===== src/rtl/mux_rr_arbiter_pkg.sv =====
// rtl/mux_rr_arbiter_pkg.sv - shared state encoding and source indices for the round-robin arbiter
package mux_rr_arbiter_pkg;

    typedef enum logic [1:0] {
        IDLE = 2'd0,
        G0   = 2'd1,
        G1   = 2'd2
    } arb_state_e;

    localparam logic SRC0 = 1'b0;
    localparam logic SRC1 = 1'b1;

endpackage


===== src/rtl/mux_rr_arbiter_if.sv =====
// rtl/mux_rr_arbiter_if.sv - two-producer / one-consumer handshake bundle around the arbiter
interface mux_rr_arbiter_if #(
    parameter int WIDTH = 1
) ();

    logic [1:0]       req;
    logic [WIDTH-1:0] din0;
    logic [WIDTH-1:0] din1;
    logic             dout_ready;
    logic [1:0]       gnt;
    logic             sel;
    logic [WIDTH-1:0] dout;
    logic             dout_valid;

    modport master (
        output req, din0, din1, dout_ready,
        input  gnt, sel, dout, dout_valid
    );

    modport slave (
        input  req, din0, din1, dout_ready,
        output gnt, sel, dout, dout_valid
    );

endinterface


===== src/rtl/mux_rr_arbiter_mux2_w.sv =====
// rtl/mux_rr_arbiter_mux2_w.sv - width-parameterized 2:1 data mux
module mux2_w #(
    parameter int WIDTH = 1
) (
    input  logic             sel_i,
    input  logic [WIDTH-1:0] d0_i,
    input  logic [WIDTH-1:0] d1_i,
    output logic [WIDTH-1:0] y_o
);

    assign y_o = sel_i ? d1_i : d0_i;

endmodule


===== src/rtl/mux_rr_arbiter.sv =====
// rtl/mux_rr_arbiter.sv - two-source round-robin arbiter with bounded grant hold driving one stream
module mux_rr_arbiter
    import mux_rr_arbiter_pkg::*;
#(
    parameter int WIDTH    = 1,
    parameter int MAX_HOLD = 4
) (
    input  logic                  clk,
    input  logic                  rst,
    mux_rr_arbiter_if.slave       arb_io
);

    localparam int                HOLD_W    = $clog2(MAX_HOLD + 1);
    localparam logic [HOLD_W-1:0] HOLD_MAX  = HOLD_W'(MAX_HOLD);
    localparam logic [HOLD_W-1:0] HOLD_LAST = HOLD_W'(MAX_HOLD - 1);

    arb_state_e        state_q, state_d;
    logic              last_q, last_d;
    logic [HOLD_W-1:0] hold_q, hold_d;

    logic       cur_src;
    logic       own_req;
    logic       other_req;
    logic       xfer;
    arb_state_e other_state;

    assign arb_io.gnt        = {state_q == G1, state_q == G0};
    assign arb_io.sel        = (state_q == G1);
    assign arb_io.dout_valid = |(arb_io.gnt & arb_io.req);
    assign xfer              = arb_io.dout_valid & arb_io.dout_ready;

    assign cur_src     = (state_q == G1) ? SRC1 : SRC0;
    assign own_req     = arb_io.req[cur_src];
    assign other_req   = arb_io.req[~cur_src];
    assign other_state = (state_q == G1) ? G0 : G1;

    always_comb begin
        state_d = state_q;
        last_d  = last_q;
        hold_d  = hold_q;
        unique case (state_q)
            IDLE: begin
                // last_q==SRC1 means source 0 is owed the next tie
                if (arb_io.req[SRC0] && (!arb_io.req[SRC1] || last_q == SRC1)) begin
                    state_d = G0;
                end else if (arb_io.req[SRC1]) begin
                    state_d = G1;
                end
            end
            G0, G1: begin
                if (!own_req) begin
                    state_d = other_req ? other_state : IDLE;
                end else if (other_req &&
                             ((xfer && hold_q == HOLD_LAST) || hold_q == HOLD_MAX)) begin
                    state_d = other_state;
                end else if (xfer && hold_q != HOLD_MAX) begin
                    hold_d = hold_q + HOLD_W'(1);
                end
            end
            default: state_d = IDLE;
        endcase
        if (state_d != state_q) begin
            hold_d = '0;
            if (state_d == G0) begin
                last_d = SRC0;
            end else if (state_d == G1) begin
                last_d = SRC1;
            end
        end
    end

    always_ff @(posedge clk or posedge rst) begin
        if (rst) begin
            state_q <= IDLE;
            last_q  <= SRC1;
            hold_q  <= '0;
        end else begin
            state_q <= state_d;
            last_q  <= last_d;
            hold_q  <= hold_d;
        end
    end

    mux2_w #(
        .WIDTH (WIDTH)
    ) u_mux (
        .sel_i (arb_io.sel),
        .d0_i  (arb_io.din0),
        .d1_i  (arb_io.din1),
        .y_o   (arb_io.dout)
    );

endmodule


===== src/flat_wrapper.sv =====
// flat-port wrapper written by rule: the top's interface ports become plain ports
module mux_rr_arbiter_flat import mux_rr_arbiter_pkg::*;
#(
    parameter int WIDTH    = 1,
    parameter int MAX_HOLD = 4
)
  (clk, rst, arb_io_req, arb_io_din0, arb_io_din1, arb_io_dout_ready, arb_io_gnt, arb_io_sel, arb_io_dout, arb_io_dout_valid);
  mux_rr_arbiter_if #(.WIDTH(WIDTH)) arb_io_i ();
  input  logic clk;
  input  logic rst;
  input wire logic [$bits(arb_io_i.req)-1:0] arb_io_req;
  input wire logic [$bits(arb_io_i.din0)-1:0] arb_io_din0;
  input wire logic [$bits(arb_io_i.din1)-1:0] arb_io_din1;
  input wire logic [$bits(arb_io_i.dout_ready)-1:0] arb_io_dout_ready;
  output wire logic [$bits(arb_io_i.gnt)-1:0] arb_io_gnt;
  output wire logic [$bits(arb_io_i.sel)-1:0] arb_io_sel;
  output wire logic [$bits(arb_io_i.dout)-1:0] arb_io_dout;
  output wire logic [$bits(arb_io_i.dout_valid)-1:0] arb_io_dout_valid;
  assign arb_io_i.req = arb_io_req;
  assign arb_io_i.din0 = arb_io_din0;
  assign arb_io_i.din1 = arb_io_din1;
  assign arb_io_i.dout_ready = arb_io_dout_ready;
  assign arb_io_gnt = arb_io_i.gnt;
  assign arb_io_sel = arb_io_i.sel;
  assign arb_io_dout = arb_io_i.dout;
  assign arb_io_dout_valid = arb_io_i.dout_valid;
  mux_rr_arbiter #(.WIDTH(WIDTH), .MAX_HOLD(MAX_HOLD)) u_core (.clk(clk), .rst(rst), .arb_io(arb_io_i));
endmodule

===== config.mk =====
export PLATFORM = sky130hd
export DESIGN_NAME = mux_rr_arbiter_flat
export DESIGN_NICKNAME = d
export VERILOG_FILES = /design/src/rtl/mux_rr_arbiter_pkg.sv /design/src/rtl/mux_rr_arbiter_if.sv /design/src/rtl/mux_rr_arbiter_mux2_w.sv /design/src/rtl/mux_rr_arbiter.sv /design/src/flat_wrapper.sv
export SDC_FILE = /design/constraint.sdc
export NUM_CORES = 1
export LEC_CHECK = 0
export CORE_MARGIN = 5
export CORE_UTILIZATION = 30
export CTS_CLUSTER_SIZE = 12
export DETAILED_ROUTE_END_ITERATION = 12
export PLACE_DENSITY = 0.5
export SETUP_SLACK_MARGIN = 0.5
export SLEW_MARGIN = 20
export SYNTH_ARGS = -nofsm -noshare
export SYNTH_HDL_FRONTEND = slang
export SYNTH_HIERARCHICAL = 1
export SYNTH_SLANG_ARGS = --single-unit

===== constraint.sdc =====
create_clock -name clk -period 5.5 [get_ports clk]
set_input_delay 1.1 -clock clk [delete_from_list [all_inputs] [get_ports clk]]
set_output_delay 1.1 -clock clk [all_outputs]
set_load 0.005 [all_outputs]

==> flow_summary.toml, run 1 <==
[floorplan]
fp-row-count = 17
effective_utilization_at_floorplan = 0.305
die_height_um = 56.8
boundary_pins = 12
die_area_um2 = 3220
die_w_um = 56.8
core_area_um2 = 2150

[critical_path]
worst_path_dominant_cell_family = "buffers and inverters"
worst-r2r-cell-count = 10
endpoint_kind = "output port"
r2r-end = "u_core/last_q"
setup.worst_path.start_class = "input pin"
critPathSlowestCell = "clkdlybuf4s50_1"
crit_arrival_ns = 2.47
crit_path_frequent_cell = "clkdlybuf4s50_1"
timing.critical_path.slowest_cell_delay_ns = 0.69
crit_path_max_fanout = 11
setup.reg_to_reg.worst_slack_ns = 2.84
cp_num_buf_inv = 2
crit_path_cell_trace = "clkdlybuf4s50_1 -> a22o_4 -> clkdlybuf4s50_1"
crit_type = "input pin to output port"
crit-reg2reg-launch = "u_core/state_q[0]"
critical_path_required_ns = 4.40

[yosys]
mappedNetlistArea_um2 = 656
synthMuxAreaShare = 0.0534
synth_fp_nets = 92
synth_area_leaders = "dfrtp_1 (19%), ha_1 (15%), inv_1 (5.2%)"
ys_seq_area_frac = 0.231
post_synthesis_average_cell_area_um2 = 8.51
synthAdderAreaFrac = 0.153
synth_top_area_cell = "dfrtp_1"
synth_xor_area_frac = 0.0134
synth-simple-area-share = 0.147
synth-seq-cells = 6
synth.distinct_cells = 36
yosys.area.top_type_share = 0.191
synth_top_family_by_area = "compound AO/OA/AOI/OAI gates"
yosys_warnings = 6
synth_cells = 77
synth_compound_area_frac = 0.288

[clock_tree]
cts.repair.resized = 0
clock_sink_count = 6
cts_tree = "yes"
clock_latency_ns = 0.24
hold_buffers_post_cts = 0
cts_root_buffer = "clkbuf_4"
postCtsSetupRepairBufs = 0
clk_pin_slew_worst_paths_ns = 0.05
deepest_level_of_the_cts_h_tree = 1
num_cts_buffers = 3
clk_path_buf_depth = 2

[place]
finalWeightedCongestion = 0.721
numPortBuffers = 11
hpwlAfterDp_um = 1140

[routing]
detail_route.drc_violations = 0
antenna_left = 0
number_of_iterations_in_the_first_detailed_routing_pass = 4
routed-via-count = 588
initialDrtViolationCount = 4
route.detailed.wl_per_inst_um = 12.4
routed_wl_um = 1440
route.detailed.vias_per_inst = 5.07

[power_and_ir_drop]
leakage_nw = 0.350
vdd_ir_drop_max_uv = 284
power_density_nw_per_um2 = 450

[status]
status = "finished, final reports clean"

[min_path]
worst_hold_endpoint = "u_core/last_q"
hold_path_startpoint = "u_core/last_q"
min_path_cells = 2
hold_path.class = "flop to flop"

[timing]
report.final.slew_viol_count = 0
worst-slew-pin-transition_ns = 0.463
period_share = 0.650
grt_setup_unrepaired = "false"
setup_total_negative_slack_ns = 0
max_freq_mhz = 280
finalHoldViolations = 0
clock_skew_ns = 0.00171
finalSetupViolCount = 0
period_minus_slack_ns = 3.57
slew_headroom = 0.692

[finish]
final_nets = 104
flow.area_growth_from_synthesis_pct = 20.4
final_core_util = 0.368
antenna_cells_inserted = 0
drive_above_1_share = 0.114

[global_routing]
globalRouteOverflowTotal = 0
grt_pass1_wl_um = 2370
grt_start_max_net_pins = 13
globalRouteTotalUtil = 0.0902
first_global_vias = 558
antenna_violations_before_repair = 0

[run]
number_of_maximum_capacitance_violations = 0
placed cells by master (no fill, tap or decap), drive strengths merged, types with 2 or more instances in the layout:
cell and count:
a311o 2, a21oi 4, inv 10, a31oi 4, clkbuf 4, mux2i 2, clkdlybuf4s50 11, o21ai 3
ha 8, nor2 6, dfrtp 5, nand2 6
power by group:
part,total (mW),internal (mW),switching [mW],leakage (nW)
registers,0.0767,0.0588,0.0179,0.0776
clock network,0.0445,0.0276,0.0169,0.0150
logic,0.234,0.115,0.119,0.257
per-layer routing:
| layer | wire length [um] | track usage | vias to the layer above |
|---|---|---|---|
| li1 | - | - | 300 |
| met1 | 693 | 0.114 | 274 |
| met2 | 658 | 0.149 | 14 |
| met3 | 82 | 0.0207 | 0 |
| met4 | 0 | 0.0331 | 0 |
| met5 | 0 | 0 | - |
synth_stat cells, drive strengths merged:
cell type	instances
inv	10
ha	8
nand2	6
nor2	6
dfrtp	5
a21oi	4
a31oi	4
buf	4
o21ai	3
a311o	2
mux2i	2
a211oi	1
a21bo	1
a21o	1
a22o	1
a22oi	1
a31o	1
a32oi	1
and2	1
and3	1
and3b	1
dfstp	1
mux2	1
nand2b	1
nand3	1
nand4	1
o2111ai	1
o21a	1
o21bai	1
o311ai	1
o31a	1
or2	1
or3	1
xnor2	1
through the flow:
| step | instance area (um^2) | cells | hold WS (ns) | setup slack [ns] | power [mW] |
|---|---|---|---|---|---|
| finish | 790 | 116 | 0.476 | 1.93 | 0.355 |
| global route | 790 | 116 | 0.498 | 1.90 | 0.392 |
| CTS | 790 | 116 | 0.477 | 1.93 | 0.358 |
| detailed placement | 763 | 112 | 0.470 | 1.93 | 0.310 |
| global placement | 763 | 112 | 0.475 | 1.93 | 0.312 |
| floorplan | 656 | 77 | 0.441 | 2.84 | 0.250 |
worst max path at each step:
stage                        from                end  slack, ns  cells past startpoint
finish              arb_io_req[1]  arb_io_dout_valid       1.93                      3
global route        arb_io_req[1]  arb_io_dout_valid       1.90                      3
CTS                 arb_io_req[1]  arb_io_dout_valid       1.93                      3
detailed placement  arb_io_req[1]  arb_io_dout_valid       1.93                      3
global placement    arb_io_req[1]  arb_io_dout_valid       1.93                      3
floorplan           arb_io_req[0]      u_core/last_q       2.84                      9
cell families (layout without fill, tap and decap cells):
kind of cell / count (synthesis) / in the layout
AOI/OAI and AO/OA: 25 / 25
and+or+nand+nor: 20 / 20
buffers and inverters: 14 / 25
adders and majority gates: 8 / 8
DFF: 6 / 6
muxes: 3 / 3
xor gates and xnor gates: 1 / 1
area by class of cell:
type                       instances  area [um^2]
multi-input combinational         57          429
tap                               28         35.0
sequential                         6          151
clock buffer                       4         26.3
fill                             232         1360
timing repair buffer              11          110
inverter                          10         37.5
sequential cells by signal, summed over array words and instances, names as in the netlist:
signal / flops
u_core/hold_q: 3
u_core/last_q: 1
u_core/state_q: 2
tightest hold or removal path, delay by kind of cell, from the launching register on:
family,cells,cell delay [ns]
buf+inv,1,0.05
mux,1,0.06
flops,1,0.37
Note: power is estimated with default switching activity, not from simulation.
==> run 2, diff against run 1 <==
PLACE_DENSITY = 0.51   (was 0.5)
clock period = 3.1 ns   (was 5.5 ns; I/O delays follow)
==> flow_summary.toml, run 2 (synthesis results as in run 1) <==
[finish]
largest_register_ff_count = 3
regMostFlops = "u_core/hold_q"
final_nets = 106
drive_above_1_share = 0.178
layout.cells.most_common_list = "clkdlybuf4s50_1 (9), inv_1 (9), ha_1 (7), nand2_1 (6), nor2_1 (6)"
antenna_cells_inserted = 0
flow.area_growth_from_synthesis_pct = 25.6
largestRegisters = "u_core/hold_q x3, u_core/state_q x2, u_core/last_q x1"

[global_routing]
globalRouteTotalUtil = 0.0901
grt_start_max_net_pins = 13
grt_pass1_wl_um = 2330
gr-usage-met1 = 0.115
met3_global_route_usage = 0.0115
first_global_vias = 557
globalRouteOverflowTotal = 0
met2_usage = 0.145
antenna_violations_before_repair = 0
gr-max-usage-layer = "met2"

[power_and_ir_drop]
power.combinational.fraction = 0.685
p_sw_frac = 0.428
net_switching_power_figure_mw = 0.280
power.share.sequential = 0.197
internal-power_mw = 0.373
power.total_mw = 0.653
p_clk_frac = 0.118
leakage_nw = 0.369
power_density_nw_per_um2 = 793
vdd_ir_drop_max_uv = 349

[timing]
max_freq_mhz = 405
worst-slew-pin-transition_ns = 0.358
grt_setup_unrepaired = "false"
period_minus_slack_ns = 2.47
setup_total_negative_slack_ns = 0
report.final.slew_viol_count = 0
period_share = 0.796
slew_headroom = 0.760
clock_skew_ns = 0.00733
finalSetupViolCount = 0
finalHoldViolations = 0

[critical_path]
critical_path_required_ns = 3.26
crit_type = "input pin to flop"
crit_arrival_ns = 2.63
endpoint_kind = "flop"
crit_path_max_fanout = 4
setup.worst_path.start_class = "input pin"

[place]
hpwlAfterDp_um = 1140
numPortBuffers = 11
finalWeightedCongestion = 0.789

[clock_tree]
cts_tree = "yes"
hold_buffers_post_cts = 0
clk_path_buf_depth = 2
clock_latency_ns = 0.24
clock_sink_count = 6
num_cts_buffers = 3
deepest_level_of_the_cts_h_tree = 1
cts_root_buffer = "clkbuf_4"
clk_pin_slew_worst_paths_ns = 0.04

[run]
number_of_maximum_capacitance_violations = 0

[floorplan]
die_area_um2 = 3220
core_area_um2 = 2150
die_height_um = 56.8
die_w_um = 56.8
effective_utilization_at_floorplan = 0.305
fp-row-count = 17
boundary_pins = 12

[routing]
antenna_left = 0
initialDrtViolationCount = 18
routed_wl_um = 1450
routed-via-count = 596
number_of_iterations_in_the_first_detailed_routing_pass = 4
route.detailed.wl_per_inst_um = 12.3
route.detailed.vias_per_inst = 5.05
detail_route.drc_violations = 0

[min_path]
hold_path.class = "flop to flop"

[status]
status = "finished, final reports clean"
==> run 2: cell count changes in the layout (fill, tap and decap cells not counted), sizes merged <==
cell	delta
buf	+2
clkdlybuf4s50	-2
dlygate4sd2	+1
dlymetal6s2s	+1
==> run 2: path summary, 6_finish.rpt <==
kind	slack [ns]	depth (start not counted)	to	start
max	0.63	8	u_core/last_q	arb_io_dout_ready
min	0.48	2	u_core/last_q	u_core/last_q
max reg2reg	0.66	9	u_core/last_q	u_core/hold_q[1]
min reg2reg	0.48	2	u_core/last_q	u_core/last_q
max in group asynchronous	2.26	2	u_core/last_q	rst
min in group asynchronous	0.58	2	u_core/hold_q[0]	rst
==> run 2: critical path, stage by stage <==
cell,delay (ns)
clkdlybuf4s50_1,0.51
a32oi_1,0.15
o311ai_2,0.32
o21bai_1,0.18
a31oi_2,0.13
ha_1,0.31
a31oi_1,0.18
mux2i_1,0.22
==> run 2: what timing repair did <==
action / in CTS / in global routing
buffers inserted: 0 / 0
setup endpoints to repair: 2 / 1
resized for setup: 2 / 4
==> run 2: power groups by stage <==
stage	Sequential (mW)	Clock [mW]	Combinational (mW)
3_5_place_dp	0.129	0	0.435
5_1_grt	0.132	0.0879	0.501
2_1_floorplan	0.126	0	0.318
4_1_cts	0.128	0.0825	0.438
3_3_place_gp	0.129	0	0.434
6_report	0.129	0.0769	0.447
==> run 2: metrics by stage <==
stage / utilization / instance area, um^2 / worst slack (ns) / hold WS (ns) / std cells
after floorplan: - / 656 / 0.711 / 0.410 / 77
after global routing: 0.383 / 823 / 0.457 / 0.518 / 118
after global placement: 0.362 / 778 / 0.299 / 0.467 / 114
final: 0.383 / 823 / 0.632 / 0.483 / 118
after CTS: 0.375 / 806 / 0.530 / 0.493 / 118
after detailed placement: 0.362 / 778 / 0.217 / 0.487 / 114
==> run 2: layout make-up <==
type	count	area (um^2)
clock buffer	4	26.3
fill	232	1330
inverter	10	37.5
multi-input combinational	57	445
sequential	6	153
tap	28	35.0
timing repair buffer	13	126
==> run 2: layer usage <==
metal  share of wire  routed length, um
met5               0                  0
met4               0                  0
met3           0.053                 77
met2            0.49                712
met1            0.46                663
==> run 3, diff against run 2 <==
clock period = 2.1 ns   (was 3.1 ns; I/O delays follow)
==> flow_summary.toml, run 3 (synthesis results as in run 1) <==
[status]
status = "finished, violations left"
violations_in_the_final_reports = "setup timing"

[finish]
largest_register_ff_count = 3
mostFrequentLayoutCell = "buf_4"
largestRegisters = "u_core/hold_q x3, u_core/state_q x2, u_core/last_q x1"
fill_cells = 207
flow.area_growth_from_synthesis_pct = 92.2
regMostFlops = "u_core/hold_q"
antenna_cells_inserted = 0
final_nets = 142
layout.cells.most_common_list = "buf_4 (28), buf_6 (14), inv_1 (6), nand2_1 (6), ha_4 (5)"
drive_above_1_share = 0.571

[timing]
grt_setup_unrepaired = "true"
post-route-worst-setup-slack_ns = -0.175
finalSetupViolCount = 3
max_freq_mhz = 440
slew_headroom = 0.814
finalHoldViolations = 0
worst-slew-pin-transition_ns = 0.277
period_share = 1.08
clock_skew_ns = 0.00892
report.final.slew_viol_count = 0
period_minus_slack_ns = 2.27

[routing]
initialDrtViolationCount = 15
routed_wl_um = 1880
number_of_iterations_in_the_first_detailed_routing_pass = 4
detail_route.drc_violations = 0
antenna_left = 0
routed-via-count = 721
route.detailed.wl_per_inst_um = 12.2
route.detailed.vias_per_inst = 4.68

[global_routing]
first_global_vias = 727
grt_pass1_wl_um = 3080
antenna_violations_before_repair = 0
globalRouteTotalUtil = 0.118
globalRouteOverflowTotal = 0
grt_start_max_net_pins = 7

[power_and_ir_drop]
vdd_ir_drop_max_uv = 787
power_density_nw_per_um2 = 1300
power.total_mw = 1.64
leakage_nw = 0.574

[critical_path]
critical_path_required_ns = 2.26
endpoint_kind = "flop"
worst-r2r-cell-count = 9
crit_path_max_fanout = 3
crit_arrival_ns = 2.44
crit_type = "flop to flop"
setup.worst_path.start_class = "flop"

[clock_tree]
cts_tree = "yes"
clk_pin_slew_worst_paths_ns = 0.05
deepest_level_of_the_cts_h_tree = 1
clock_sink_count = 6
clk_path_buf_depth = 2
clock_latency_ns = 0.24
cts_root_buffer = "clkbuf_4"
num_cts_buffers = 3

[floorplan]
die_w_um = 56.8
die_area_um2 = 3220
die_height_um = 56.8
boundary_pins = 12
effective_utilization_at_floorplan = 0.305
core_area_um2 = 2150
fp-row-count = 17

[min_path]
hold_path.class = "input pin to asynchronous set/reset pin"

[place]
numPortBuffers = 11
hpwlAfterDp_um = 1400
finalWeightedCongestion = 0.830
preCtsSetupSlack_ns = -0.348

[run]
number_of_maximum_capacitance_violations = 0
==> run 3: cell types whose count changed in the layout (fill, tap and decap cells not counted), sizes merged <==
cell / delta
dlymetal6s2s: -1
buf: +41
dlygate4sd2: +1
clkdlybuf4s50: -5
==> run 3: power breakdown <==
group	internal [mW]	switching (mW)	total [mW]
Sequential	0.158	0.0295	0.188
Combinational	0.788	0.549	1.34
Clock	0.0719	0.0408	0.113
==> run 3: cell type report <==
type | count | area [um^2] | area share
Inverter | 10 | 42.5 | 0.0338
Multi-Input combinational cell | 57 | 557 | 0.442
Tap cell | 28 | 35.0 | 0.0278
Timing Repair Buffer | 49 | 445 | 0.354
Clock buffer | 4 | 26.3 | 0.0209
Sequential cell | 6 | 154 | 0.122
==> run 3: layer usage <==
metal	up-vias	GRT usage	wire length, um
met3	0	0.00920	48
met2	9	0.226	997
met4	0	0.0298	0
met5	-	0	0
met1	337	0.140	836
li1	375	-	-
==> run 3: worst max-delay path, stage by stage, from the launching register on <==
cell and delay [ns]:
dfrtp_1 0.39, ha_2 0.21, ha_4 0.17, a32oi_2 0.22, o311ai_2 0.11, o21bai_1 0.18, a31oi_1 0.26, ha_1 0.27
a31oi_1 0.17, mux2i_1 0.21
==> run 3: repair_timing <==
| action | CTS | global route |
|---|---|---|
| pin swaps | 13 | 12 |
| buffers inserted | 7 | 3 |
| gates resized for setup | 55 | 4 |
| endpoints found under the setup margin | 11 | 11 |
| hold buffers | 0 | 0 |
==> run 3: stage by stage <==
step                area [um^2]  utilization  setup TNS, ns  instances  hold slack [ns]
CTS                        1230        0.573         -0.286        151            0.381
finish                     1260        0.586         -0.198        154            0.384
global route               1260        0.586         -0.563        154            0.388
detailed placement          993        0.462          -1.05        140            0.464
floorplan                   676            -        -0.0936         77            0.210
global placement            993        0.462          -1.09        140            0.455
==> run 3: final timing paths <==
kind	start	slack (ns)	endpoint
min in group clk	u_core/last_q	0.47	u_core/last_q
max reg2reg	u_core/hold_q[0]	-0.17	u_core/last_q
min reg2reg	u_core/last_q	0.47	u_core/last_q
max in group asynchronous	rst	1.45	u_core/last_q
max	u_core/hold_q[0]	-0.17	u_core/last_q
min	rst	0.38	u_core/hold_q[2]
